## config.mk

```make
export PLATFORM = sky130hd
export DESIGN_NAME = par_shift_tx
export DESIGN_NICKNAME = d
export VERILOG_FILES = /design/src/rtl/par_shift_pkg.sv /design/src/rtl/par_shift_tx_bit_cnt.sv /design/src/rtl/par_shift_tx.sv
export SDC_FILE = /design/constraint.sdc
export NUM_CORES = 1
export LEC_CHECK = 0
export BUFFER_PORTS_ARGS = -buffer_cell sky130_fd_sc_hd__buf_2
export CAP_MARGIN = 30
export CORE_MARGIN = 2
export CORE_UTILIZATION = 41
export DETAILED_ROUTE_END_ITERATION = 16
export HOLD_SLACK_MARGIN = 0.02
export RECOVER_POWER = 25
export SETUP_SLACK_MARGIN = 0.1
export SLEW_MARGIN = 5
export SYNTH_ARGS = -nofsm -noshare
export SYNTH_HDL_FRONTEND = slang
export SYNTH_HIERARCHICAL = 1
export SYNTH_SLANG_ARGS = --single-unit
```

## constraint.sdc

```tcl
create_clock -name clk -period 2.52 [get_ports clk]
set_input_delay 0.378 -clock clk [delete_from_list [all_inputs] [get_ports clk]]
set_output_delay 0.378 -clock clk [all_outputs]
set_load 0.005 [all_outputs]
```

## src/rtl/par_shift_pkg.sv

```systemverilog
// Shared types and constants for the parallel-to-serial transmitter.
package par_shift_pkg;

  typedef enum logic [1:0] {
    IDLE  = 2'd0,
    SHIFT = 2'd1,
    DONE  = 2'd2
  } state_e;

  localparam logic DIR_MSB_FIRST = 1'b0;
  localparam logic DIR_LSB_FIRST = 1'b1;

endpackage

```

## src/rtl/par_shift_tx_bit_cnt.sv

```systemverilog
// Frame bit counter: cleared on load, advanced once per emitted bit.
module bit_cnt #(
  parameter int unsigned WIDTH = 5,
  parameter int unsigned CntW  = $clog2(WIDTH)
) (
  input  logic            clk,
  input  logic            rst,
  input  logic            clr,
  input  logic            inc,
  output logic [CntW-1:0] count,
  output logic            last
);

  logic [CntW-1:0] count_q, count_d;

  always_comb begin
    count_d = count_q;
    if (clr) begin
      count_d = '0;
    end else if (inc) begin
      count_d = count_q + CntW'(1);
    end
  end

  always_ff @(posedge clk or posedge rst) begin
    if (rst) begin
      count_q <= '0;
    end else begin
      count_q <= count_d;
    end
  end

  assign count = count_q;
  assign last  = (count_q == CntW'(WIDTH - 1));

endmodule

```

## src/rtl/par_shift_tx.sv

```systemverilog
// Parallel-to-serial transmitter with selectable bit order and a done pulse per frame.
module par_shift_tx
  import par_shift_pkg::*;
#(
  parameter int unsigned WIDTH = 5
) (
  input  logic             clk,
  input  logic             rst,
  input  logic [WIDTH-1:0] din,
  input  logic             dir,
  input  logic             load_valid,
  output logic             load_ready,
  output logic             sout,
  output logic             sout_valid,
  output logic             done
);

  localparam int unsigned CntW = $clog2(WIDTH);

  state_e           state_q, state_d;
  logic [WIDTH-1:0] sh_q, sh_d;
  logic             dir_q, dir_d;
  logic             cnt_clr, cnt_inc, cnt_last;
  logic [CntW-1:0]  cnt_q;

  bit_cnt #(
    .WIDTH (WIDTH),
    .CntW  (CntW)
  ) u_bit_cnt (
    .clk   (clk),
    .rst   (rst),
    .clr   (cnt_clr),
    .inc   (cnt_inc),
    .count (cnt_q),
    .last  (cnt_last)
  );

  // Ready is gated by rst so nothing is offered while reset is held.
  assign load_ready = (state_q == IDLE) && !rst;

  always_comb begin
    state_d = state_q;
    sh_d    = sh_q;
    dir_d   = dir_q;
    cnt_clr = 1'b0;
    cnt_inc = 1'b0;
    unique case (state_q)
      IDLE: begin
        if (load_valid && load_ready) begin
          sh_d    = din;
          dir_d   = dir;
          cnt_clr = 1'b1;
          state_d = SHIFT;
        end
      end
      SHIFT: begin
        sh_d    = (dir_q == DIR_LSB_FIRST) ? (sh_q >> 1) : (sh_q << 1);
        cnt_inc = 1'b1;
        if (cnt_last) begin
          state_d = DONE;
        end
      end
      DONE: begin
        state_d = IDLE;
      end
      default: begin
        state_d = IDLE;
      end
    endcase
  end

  always_ff @(posedge clk or posedge rst) begin
    if (rst) begin
      state_q <= IDLE;
      sh_q    <= '0;
      dir_q   <= DIR_MSB_FIRST;
    end else begin
      state_q <= state_d;
      sh_q    <= sh_d;
      dir_q   <= dir_d;
    end
  end

  assign sout_valid = (state_q == SHIFT);
  assign done       = (state_q == DONE);
  assign sout       = sout_valid &&
                      ((dir_q == DIR_LSB_FIRST) ? sh_q[0] : sh_q[WIDTH-1]);

  // The counter never runs past the last bit index while a frame is shifting.
  assert property (@(posedge clk) disable iff (rst)
                   (state_q == SHIFT) |-> (cnt_q <= CntW'(WIDTH - 1)));

endmodule

```

==> results of run 1 <==
==> per-layer routing <==
layer	vias to the layer above	track usage (%)	share of wire, %
li1	226	-	-
met1	198	20.4	53
met2	10	17.3	40
met3	0	7.66	6.9
met4	0	1.88	0
met5	-	0	0
==> repair_timing <==
item,CTS,global route
hold endpoints to repair,3,0
hold buffers,1,0
endpoints found under the setup margin,0,0
==> cell usage after synthesis <==
master    instances  area (um^2)
a21o_1            1         7.51
nand2_1           1         3.75
and2_1            2         12.5
nor3_4            1         16.3
a221o_1           3         30.0
a21oi_1           2         10.0
dfrtp_1          11          275
buf_2             1         5.00
a21bo_1           1         10.0
ha_1              2         25.0
nor2_1            7         26.3
inv_1             8         30.0
mux2i_1           7         70.1
xnor2_1           1         8.76
nor2b_1           1         6.26
and4bb_2          1         12.5
buf_6             1         11.3
nand3b_1          1         7.51
nor3_1            1         5.00
mux2_2            3         33.8
nand2b_1          2         12.5
==> power groups by stage <==
stage	sequential (mW)	clock [mW]	combinational, mW
after global routing	0.359	0.134	0.415
after global placement	0.348	0	0.362
final	0.347	0.117	0.364
after detailed placement	0.350	0	0.368
after floorplan	0.311	0	0.338
after CTS	0.348	0.123	0.370
==> flip-flops by register name, summed over array words and instances, names as in the netlist <==
name and flops:
state_q 2, u_bit_cnt/count 3, dir_q 1, sh_q 5
==> cell type report <==
type	count	area (um^2)	area share, %
tap	16	20.0	2.79
clock buffer	4	26.3	3.66
multi-input combinational	37	298	41.5
sequential	11	275	38.3
inverter	8	30.0	4.18
timing repair buffer	13	68.8	9.58
==> worst max-delay path by stage <==
stage,slack [ns],depth (start not counted),to,startpoint
2_1_floorplan,1.27,3,dir_q,rst
3_3_place_gp,1.02,3,sout_valid,state_q[1]
3_5_place_dp,1.01,3,sout_valid,state_q[1]
4_1_cts,0.72,3,sout_valid,state_q[1]
5_1_grt,0.64,3,sout_valid,state_q[1]
6_report,0.75,3,sout_valid,state_q[1]
==> kinds of logic (layout without fill, tap and decap cells) <==
group | count (synthesis) | after routing | synth area share (%)
AOI/OAI and AO/OA | 7 | 7 | 9.29
xor gates and xnor gates | 1 | 1 | 1.41
buffers and inverters | 10 | 25 | 7.47
muxes | 10 | 10 | 16.8
and+or+nand+nor | 17 | 17 | 16.6
DFF | 11 | 11 | 44.4
adders and majority gates | 2 | 2 | 4.04
==> metrics by stage <==
step | worst slack (ns) | util (%) | instances | power (mW)
3_5_place_dp | 1.01 | 47.0 | 84 | 0.718
4_1_cts | 0.720 | 49.5 | 89 | 0.841
3_3_place_gp | 1.02 | 47.0 | 84 | 0.710
2_1_floorplan | 1.27 | - | 58 | 0.649
5_1_grt | 0.635 | 49.4 | 89 | 0.908
6_report | 0.746 | 49.4 | 89 | 0.828
==> out/results.txt, run 1 <==
First-pass GRT wire length: 1850 um
Final ANT Viol Nets: 0
Die width: 42.9 um
RSZ-0062 raised after global routing: no
Vias per cell: 4.88
H-Tree Depth: 1
Worst path max stage delay: 0.46 ns
Crit path kind: flip-flop to primary output
Clock power frac: 14.1%
Net switching power: 0.311 mW
Layout cells sized above 1: 26.0%
# DRC: 0
Dpl hpwl: 807 um
Final hold slack: 0.344 ns
Comb power frac: 44.0%
CP startpoint kind: flip-flop
Hold Crit Class: primary input to flip-flop
Nets: 85
Diode count: 0
Clock sink count: 11
Critical path required time: 2.14 ns
Pwr Density: 1150 nW/um^2
Die Area: 1840 um^2
Least-Margin Pin Slew: 0.319 ns
Yosys warns: 6
FF-to-FF End: u_bit_cnt/count[1]
Finished layout cell area: 718 um^2
Hold EP: sh_q[2]
Hold path depth: 2
Fin crit share: 70.4%
Die H: 42.9 um
Post-CTS resize count: 0
Placer congestion estimate: 0.713
R2R depth: 4
Num CTS Buffers: 3
Reg clk slew, reported paths: 0.07 ns
Total Routing Usage GR: 13.7%
Most frequent cells in the layout: dfrtp_1, buf_2, inv_1
HP Start: din[2]
Crit path cell chain: nand2b_1, inv_1, buf_2
Worst r2r src: state_q[1]
Max-cap violation count: 0
CP top delay family: flip-flops
VDD IR max: 0.430 mV
Initial antenna violation count: 0
P_leak: 0.378 nW
Fillers: 135
Outcome: finished clean
Clk root buf: clkbuf_4
I/O Buffers: 12
Drt total wl: 1060 um
Starting density of the core: 42.6%
Cell Area, Placed: 683 um^2
Yosys reg bits: 11
Row count: 14
Worst Path Buf+Inv: 2
Vias in the first global route: 408
Arr. time, crit path: 1.40 ns
Syn avg cell area: 10.7 um^2
Slew margin rel.: 78.7%
WL/cell: 11.9 um
Clock Latency Late Sink: 0.26 ns
Cell variety after synth: 21
Synth Instances: 58
Area grow syn2layout: 16.0%
Setup TNS: 0 ns
Max Clk Rate: 0.564 GHz
Top-Level Pins: 13
Sequential power share: 41.9%
Syn nets: 69
GRT overflow: 0
Worst Clk Skew: 0.00425 ns
Sequential cell area fraction in the yosys report: 44.4%
Crit path max fanout: 7
Max-slew violation count: 0
DR iter-0 viols: 2
Endpoints failing setup: 0
Nature of the critical path endpoint: primary output
Largest net degree at the start of global routing: 9
Number of setup buffers added after CTS: 0
TritonCTS clock tree: built
Minimum clock period: 1.77 ns
Pint: 0.517 mW
TritonRoute pass-1 iters: 2
FF-to-FF setup slack: 1.15 ns
Sw frac: 37.6%
Final-report hold violation count: 0
Post-Syn Area: 619 um^2
Core Region: 1450 um^2
Slowest-stage cell, CP: dfrtp_1
Clk buf depth: 2
DR vias: 434
Power figures use the tool's default switching activity.
==> inputs of run 2 (changes only) <==
--- a/config.mk
+++ b/config.mk
@@ -5,6 +5,7 @@
 export SDC_FILE = /design/constraint.sdc
 export NUM_CORES = 1
 export LEC_CHECK = 0
+export ABC_AREA = 1
 export BUFFER_PORTS_ARGS = -buffer_cell sky130_fd_sc_hd__buf_2
 export CAP_MARGIN = 30
 export CORE_MARGIN = 2
==> constraint.sdc (replaced) <==
create_clock -name clk -period 1.77 [get_ports clk]
set_input_delay 0.2655 -clock clk [delete_from_list [all_inputs] [get_ports clk]]
set_output_delay 0.2655 -clock clk [all_outputs]
set_load 0.005 [all_outputs]
==> run 2 against run 1 <==
Sequential cell count is the same. Die area grew 0.75%. Synthesized area grew 0.81%. First-iteration DRC count grew to 7.5 times the previous value. Largest cell class unchanged. Clock power grew 44%. Setup slack lost 0.48 ns.
==> out/results.txt, run 2 <==
Placer congestion estimate: 0.788 (+11%)
Vias per cell: 4.63 (-5.0%)
Vias in the first global route: 520 (+27%)
Post-synth ARST share: 100% (unchanged)
Cell variety after synth: 14 (-33%)
Nets: 118 (+39%)
Area contributors post-synth: dfrtp_1, nand2_1, inv_1
Max-slew violation count: 0 (unchanged)
H-Tree Depth: 1 (unchanged)
TritonCTS clock tree: built
Arr. time, crit path: 1.24 ns (-0.16 ns)
Yosys top cell area share: 44.1% (-0.36 points)
Syn nets: 100 (+45%)
Initial antenna violation count: 0 (unchanged)
Cell Area, Placed: 701 um^2 (+2.6%)
Clock power frac: 13.8% (-0.3 points)
Final-report hold violation count: 0 (unchanged)
Pwr Density: 1680 nW/um^2 (+46%)
Synth Instances: 89 (+53%)
Setup TNS: 0 ns (unchanged)
Sequential power share: 38.3% (-3.6 points)
Pint: 0.675 mW (+30%)
Crit path max fanout: 6 (-1)
Comb power frac: 47.9% (+3.9 points)
Final ANT Viol Nets: 0 (unchanged)
Layout cells sized above 1: 17.0% (-9.0 points)
Dpl hpwl: 984 um (+22%)
Area grow syn2layout: 17.2%
Max-cap violation count: 0 (unchanged)
Yosys warns: 6 (unchanged)
Xor/xnor cell area share of the yosys netlist: 0% (-1.4 points)
Ys flop type: dfrtp_1
DR vias: 565 (+30%)
CP startpoint kind: flip-flop
Yosys reg bits: 11 (unchanged)
Clk root buf: clkbuf_4
I/O Buffers: 12 (unchanged)
Slowest-stage cell, CP: dfrtp_1
P_leak: 0.431 nW (+14%)
Hold path depth: 3 (+1)
GRT overflow: 0 (unchanged)
Critical path required time: 1.50 ns (-0.64 ns)
Total Routing Usage GR: 16.3% (+2.6 points)
Reg clk slew, reported paths: 0.07 ns (about the same)
Cell taking the most area after synthesis: dfrtp_1
Max Clk Rate: 0.664 GHz
Sw frac: 45.2% (+7.6 points)
Nature of the critical path endpoint: primary output
Sequential cell area fraction in the yosys report: 44.1% (-0.36 points)
Worst path max stage delay: 0.44 ns (-0.02 ns)
Synth Area in Simple Gates: 35.9% (+19 points)
Syn avg cell area: 7.02 um^2 (-34%)
Post-Syn Area: 624 um^2 (+0.81%)
Largest reg by FF count: sh_q
Most frequent cells in the layout: nand2_1, inv_1, dfrtp_1, buf_2
Diode count: 0 (unchanged)
# DRC: 0 (unchanged)
Net switching power: 0.556 mW (+79%)
RSZ-0062 raised after global routing: no
Post-synthesis compound-gate area fraction: 7.01% (-2.3 points)
R2R depth: 6 (+2)
Outcome: finished clean
Fin crit share: 85.0%
Drt total wl: 1240 um (+18%)
VDD IR max: 0.748 mV (+74%)
Adder and majority cell fraction of the synthesized area: 4.01% (-0.032 points)
Clock sink count: 11 (unchanged)
Worst path depth: 4 (+1)
Crit path kind: flip-flop to primary output
CP top delay family: flip-flops
Minimum clock period: 1.51 ns
Endpoints failing setup: 0 (unchanged)
Slew margin rel.: 71.0% (-7.7 points)
Die width: 43.0 um (+0.37%)
Core Region: 1470 um^2 (+1.2%)
Max reg flops: 5 (unchanged)
Num CTS Buffers: 3 (unchanged)
WL/cell: 10.2 um (-14%)
Crit path cell chain: inv_1, nand2_1, a21oi_1, buf_2
Finished layout cell area: 732 um^2 (+1.9%)
Most common cell in the netlist: nand2_1
Row count: 14 (unchanged)
First-pass GRT wire length: 2160 um (+17%)
Least-Margin Pin Slew: 0.435 ns (+0.116 ns)
Number of flops mapped to enable cells by yosys: 0 (unchanged)
Die Area: 1850 um^2 (+0.75%)
Main combinational cell family by area after synthesis: simple AND/OR/NAND/NOR gates
Final hold slack: 0.199 ns (-0.144 ns)
TritonRoute pass-1 iters: 4 (+2)
Clock Latency Late Sink: 0.27 ns (about the same)
Worst Path Buf+Inv: 2 (unchanged)
Design Power: 1.23 mW (+49%)
Worst Clk Skew: 0.0101 ns (+0.00584 ns)
DR iter-0 viols: 15 (+13)
Largest net degree at the start of global routing: 18 (+9)
Most common cell after layout, fill and taps aside: nand2_1
Starting density of the core: 42.4% (-0.17 points)
Hold Crit Class: primary input to flip-flop
Clk buf depth: 2 (unchanged)
Top cells by count, synth: nand2_1, inv_1, dfrtp_1
Share of synthesized area spent on multiplexers: 0% (-17 points)
Top-Level Pins: 13 (unchanged)
Die H: 43.0 um (+0.37%)
-- run 2: final cells by class --
type,count,area (um^2)
clock buffer,4,26.3
multi-input combinational,65,293
timing repair buffer,14,72.6
inverter,12,45.0
tap,16,20.0
fill,159,739
sequential,11,275
-- run 2: cells by family (layout without fill, tap and decap cells) --
kind of cell / after synthesis / after routing
adders and majority gates: 2 / 2
DFF: 11 / 11
AOI/OAI and AO/OA: 8 / 8
buffers and inverters: 13 / 30
and+or+nand+nor: 55 / 55
-- run 2: tightest hold or removal path, delay by kind of cell --
family	cells	cell delay (ns)
and+or+nand+nor	1	0.04
buffers and inverters	1	0.07
AOI/OAI and AO/OA	1	0.06
-- run 2: path summary, 6_finish.rpt --
check	startpoint	to	slack (ns)
setup / recovery	dir_q	sout	0.26
hold / removal	dir	dir_q	0.20
setup reg to reg	state_q[0]	u_bit_cnt/count[1]	0.58
hold reg to reg	u_bit_cnt/count[2]	u_bit_cnt/count[2]	0.54
max in group asynchronous	rst	state_q[1]	0.81
min in group asynchronous	rst	u_bit_cnt/count[2]	0.42
-- run 2: power by group through the flow --
stage               clock (mW)  sequential (mW)  combinational, mW
floorplan                    0            0.450              0.480
global placement             0            0.474              0.581
detailed placement           0            0.474              0.588
CTS                      0.173            0.469              0.594
global route             0.192            0.493              0.694
finish                   0.169            0.472              0.590
-- run 2: metal layers --
metal  up-vias  wire (um)  track usage (%)
met5         -          0                0
met4         0         12             9.09
met3         2         88             4.26
met2        15        491             22.1
met1       243        648             23.1
li1        305          -                -
-- run 2: stage by stage --
stage / util (%) / setup slack [ns] / std cells
after global placement: 47.6 / 0.504 / 117
after detailed placement: 47.6 / 0.470 / 117
after CTS: 50.1 / 0.182 / 122
after floorplan: - / 0.690 / 89
final: 49.7 / 0.265 / 122
after global routing: 49.7 / 0.118 / 122
-- run 2: timing repair --
action                                  in CTS  in global routing
resized for setup                            0                  1
endpoints found under the setup margin       0                  1
hold buffers                                 1                  0
setup buffers                                0                  0
endpoints found under the hold margin       11                  0
==> inputs of run 3 (changes only) <==
--- a/config.mk
+++ b/config.mk
@@ -9,9 +9,10 @@
 export BUFFER_PORTS_ARGS = -buffer_cell sky130_fd_sc_hd__buf_2
 export CAP_MARGIN = 30
 export CORE_MARGIN = 2
-export CORE_UTILIZATION = 41
+export CORE_UTILIZATION = 44
 export DETAILED_ROUTE_END_ITERATION = 16
 export HOLD_SLACK_MARGIN = 0.02
+export PLACE_DENSITY = 0.66
 export RECOVER_POWER = 25
 export SETUP_SLACK_MARGIN = 0.1
 export SLEW_MARGIN = 5
==> run 3 against run 2 <==
Cell count fell by 0.82%. Setup slack got worse by 0.013 ns. Non-clock buffer count did not move. Maximum frequency fell by 0.87%. Clock skew fell by 0.0070 ns. Highest routed layer unchanged.
==> out/results.txt, run 3 (synthesized netlist as in run 2, its figures left out) <==
HP Start: dir
Max Clk Rate: 0.659 GHz (-0.87%)
Design Power: 1.24 mW (+0.62%)
Setup TNS: 0 ns (unchanged)
VDD IR max: 0.919 mV (+23%)
First-pass GRT wire length: 2090 um (-3.2%)
Final-report hold violation count: 0 (unchanged)
Register Area: 275 um^2 (unchanged)
Dpl hpwl: 918 um (-6.6%)
GRT overflow: 0 (unchanged)
Die Area: 1740 um^2 (-6.2%)
Initial antenna violation count: 0 (unchanged)
Final ANT Viol Nets: 0 (unchanged)
FF-to-FF setup slack: 0.58 ns (about the same)
Hold EP: dir_q
Nets: 118 (unchanged)
Critical path required time: 1.50 ns (about the same)
Pwr Density: 1670 nW/um^2 (-0.40%)
Multi-input gate area: 298 um^2 (+1.7%)
# DRC: 0 (unchanged)
WL/cell: 9.91 um (-2.6%)
Nature of the critical path endpoint: primary output
Num CTS Buffers: 3 (unchanged)
Top-Level Pins: 13 (unchanged)
R2R depth: 6 (unchanged)
Starting density of the core: 47.4% (+5.0 points)
Outcome: finished clean
Final hold slack: 0.218 ns (+0.0186 ns)
Clk buf depth: 2 (unchanged)
Die H: 41.7 um (-3.1%)
CP startpoint kind: flip-flop
Fin crit share: 85.8% (+0.75 points)
Clock Latency Late Sink: 0.26 ns (about the same)
Minimum clock period: 1.52 ns (+0.0132 ns)
Endpoints failing setup: 0 (unchanged)
Diode count: 0 (unchanged)
Worst path max stage delay: 0.43 ns (about the same)
Fillers: 141 (-11%)
Largest net degree at the start of global routing: 18 (unchanged)
H-Tree Depth: 1 (unchanged)
Worst Clk Skew: 0.00308 ns (-0.00701 ns)
Hold Crit Class: primary input to flip-flop
RSZ-0062 raised after global routing: no
TritonCTS clock tree: built
Crit path kind: flip-flop to primary output
FF-to-FF End: sh_q[3]
Slowest-stage cell, CP: dfrtp_1
DR iter-0 viols: 13 (-2)
Clock sink count: 11 (unchanged)
Inst Count DP: 116 (-0.85%)
Max reg flops: 5 (unchanged)
Row count: 13 (-1)
Worst Setup SP: state_q[0]
P_leak: 0.428 nW (-0.71%)
Total Routing Usage GR: 16.4% (+0.15 points)
Layout cells sized above 1: 17.0% (unchanged)
Area grow syn2layout: 18.4%
Clk root buf: clkbuf_4
Most common cell after layout, fill and taps aside: nand2_1
Worst r2r src: state_q[0]
Largest reg by FF count: sh_q
I/O Buffers: 12 (unchanged)
Reg clk slew, reported paths: 0.06 ns (about the same)
Crit path cell chain: nand2_4, clkinvlp_4, buf_2
TritonRoute pass-1 iters: 3 (-1)
Most frequent cells in the layout: nand2_1, inv_1, dfrtp_1, buf_2
Max-cap violation count: 0 (unchanged)
Hold path depth: 3 (unchanged)
Max-slew violation count: 0 (unchanged)
Least-Margin Pin Slew: 0.446 ns (+0.0108 ns)
Vias per cell: 4.68 (+1.0%)
Number of setup buffers added after CTS: 0 (unchanged)
Vias in the first global route: 489 (-6.0%)
Core Region: 1320 um^2 (-10%)
Arr. time, crit path: 1.25 ns (about the same)
Final Instance Count excl. Fillers: 121 (-0.82%)
Die width: 41.7 um (-3.1%)
Drt total wl: 1200 um (-3.4%)
DR vias: 566 (+0.18%)
Slew margin rel.: 70.3% (-0.72 points)
Placer congestion estimate: 0.858 (+8.9%)
Crit path max fanout: 17 (+11)
## run 3: worst max-delay path by stage
| stage | to | depth (start not counted) |
|---|---|---|
| after floorplan | sout | 4 |
| after global placement | sout_valid | 4 |
| after global routing | sout_valid | 3 |
| final | sout_valid | 3 |
| after CTS | sout_valid | 4 |
| after detailed placement | sout_valid | 4 |
## run 3: area by class of cell
type | count | share of cell area (%)
Clock buffer | 4 | 3.55
Inverter | 12 | 6.60
Multi-Input combinational cell | 65 | 40.3
Sequential cell | 11 | 37.2
Tap cell | 15 | 2.54
Timing Repair Buffer | 14 | 9.81
## run 3: power breakdown
group | internal [mW] | switching (mW) | leakage [nW]
Combinational | 0.222 | 0.371 | 0.276
Sequential | 0.371 | 0.112 | 0.137
Clock | 0.0871 | 0.0759 | 0.0150
## run 3: stage by stage
step | instance area (um^2) | worst slack, ns | util [%]
global placement | 699 | 0.492 | 53.1
finish | 739 | 0.252 | 56.1
CTS | 736 | 0.162 | 55.8
detailed placement | 699 | 0.463 | 53.1
floorplan | 624 | 0.690 | -
global route | 739 | 0.147 | 56.1
## run 3: routing by layer
layer  wire length, um  global-route usage, %  part of all wire, %
met5                 0                      0                    0
met4                15                   5.81                  1.3
met3                73                   7.83                  6.1
met2               522                   22.2                   44
met1               588                   22.7                   49
## run 3: critical path: cells and delay by family, from the launching register on
kind	cells	cell delay (ns)
and+or+nand+nor	1	0.20
DFF	1	0.43
buffers and inverters	2	0.35
## run 3: repair_timing
action                                  in CTS  in global routing
endpoints found under the hold margin        7                  0
gates resized for setup                      0                  2
hold buffers                                 1                  0
endpoints found under the setup margin       0                  1
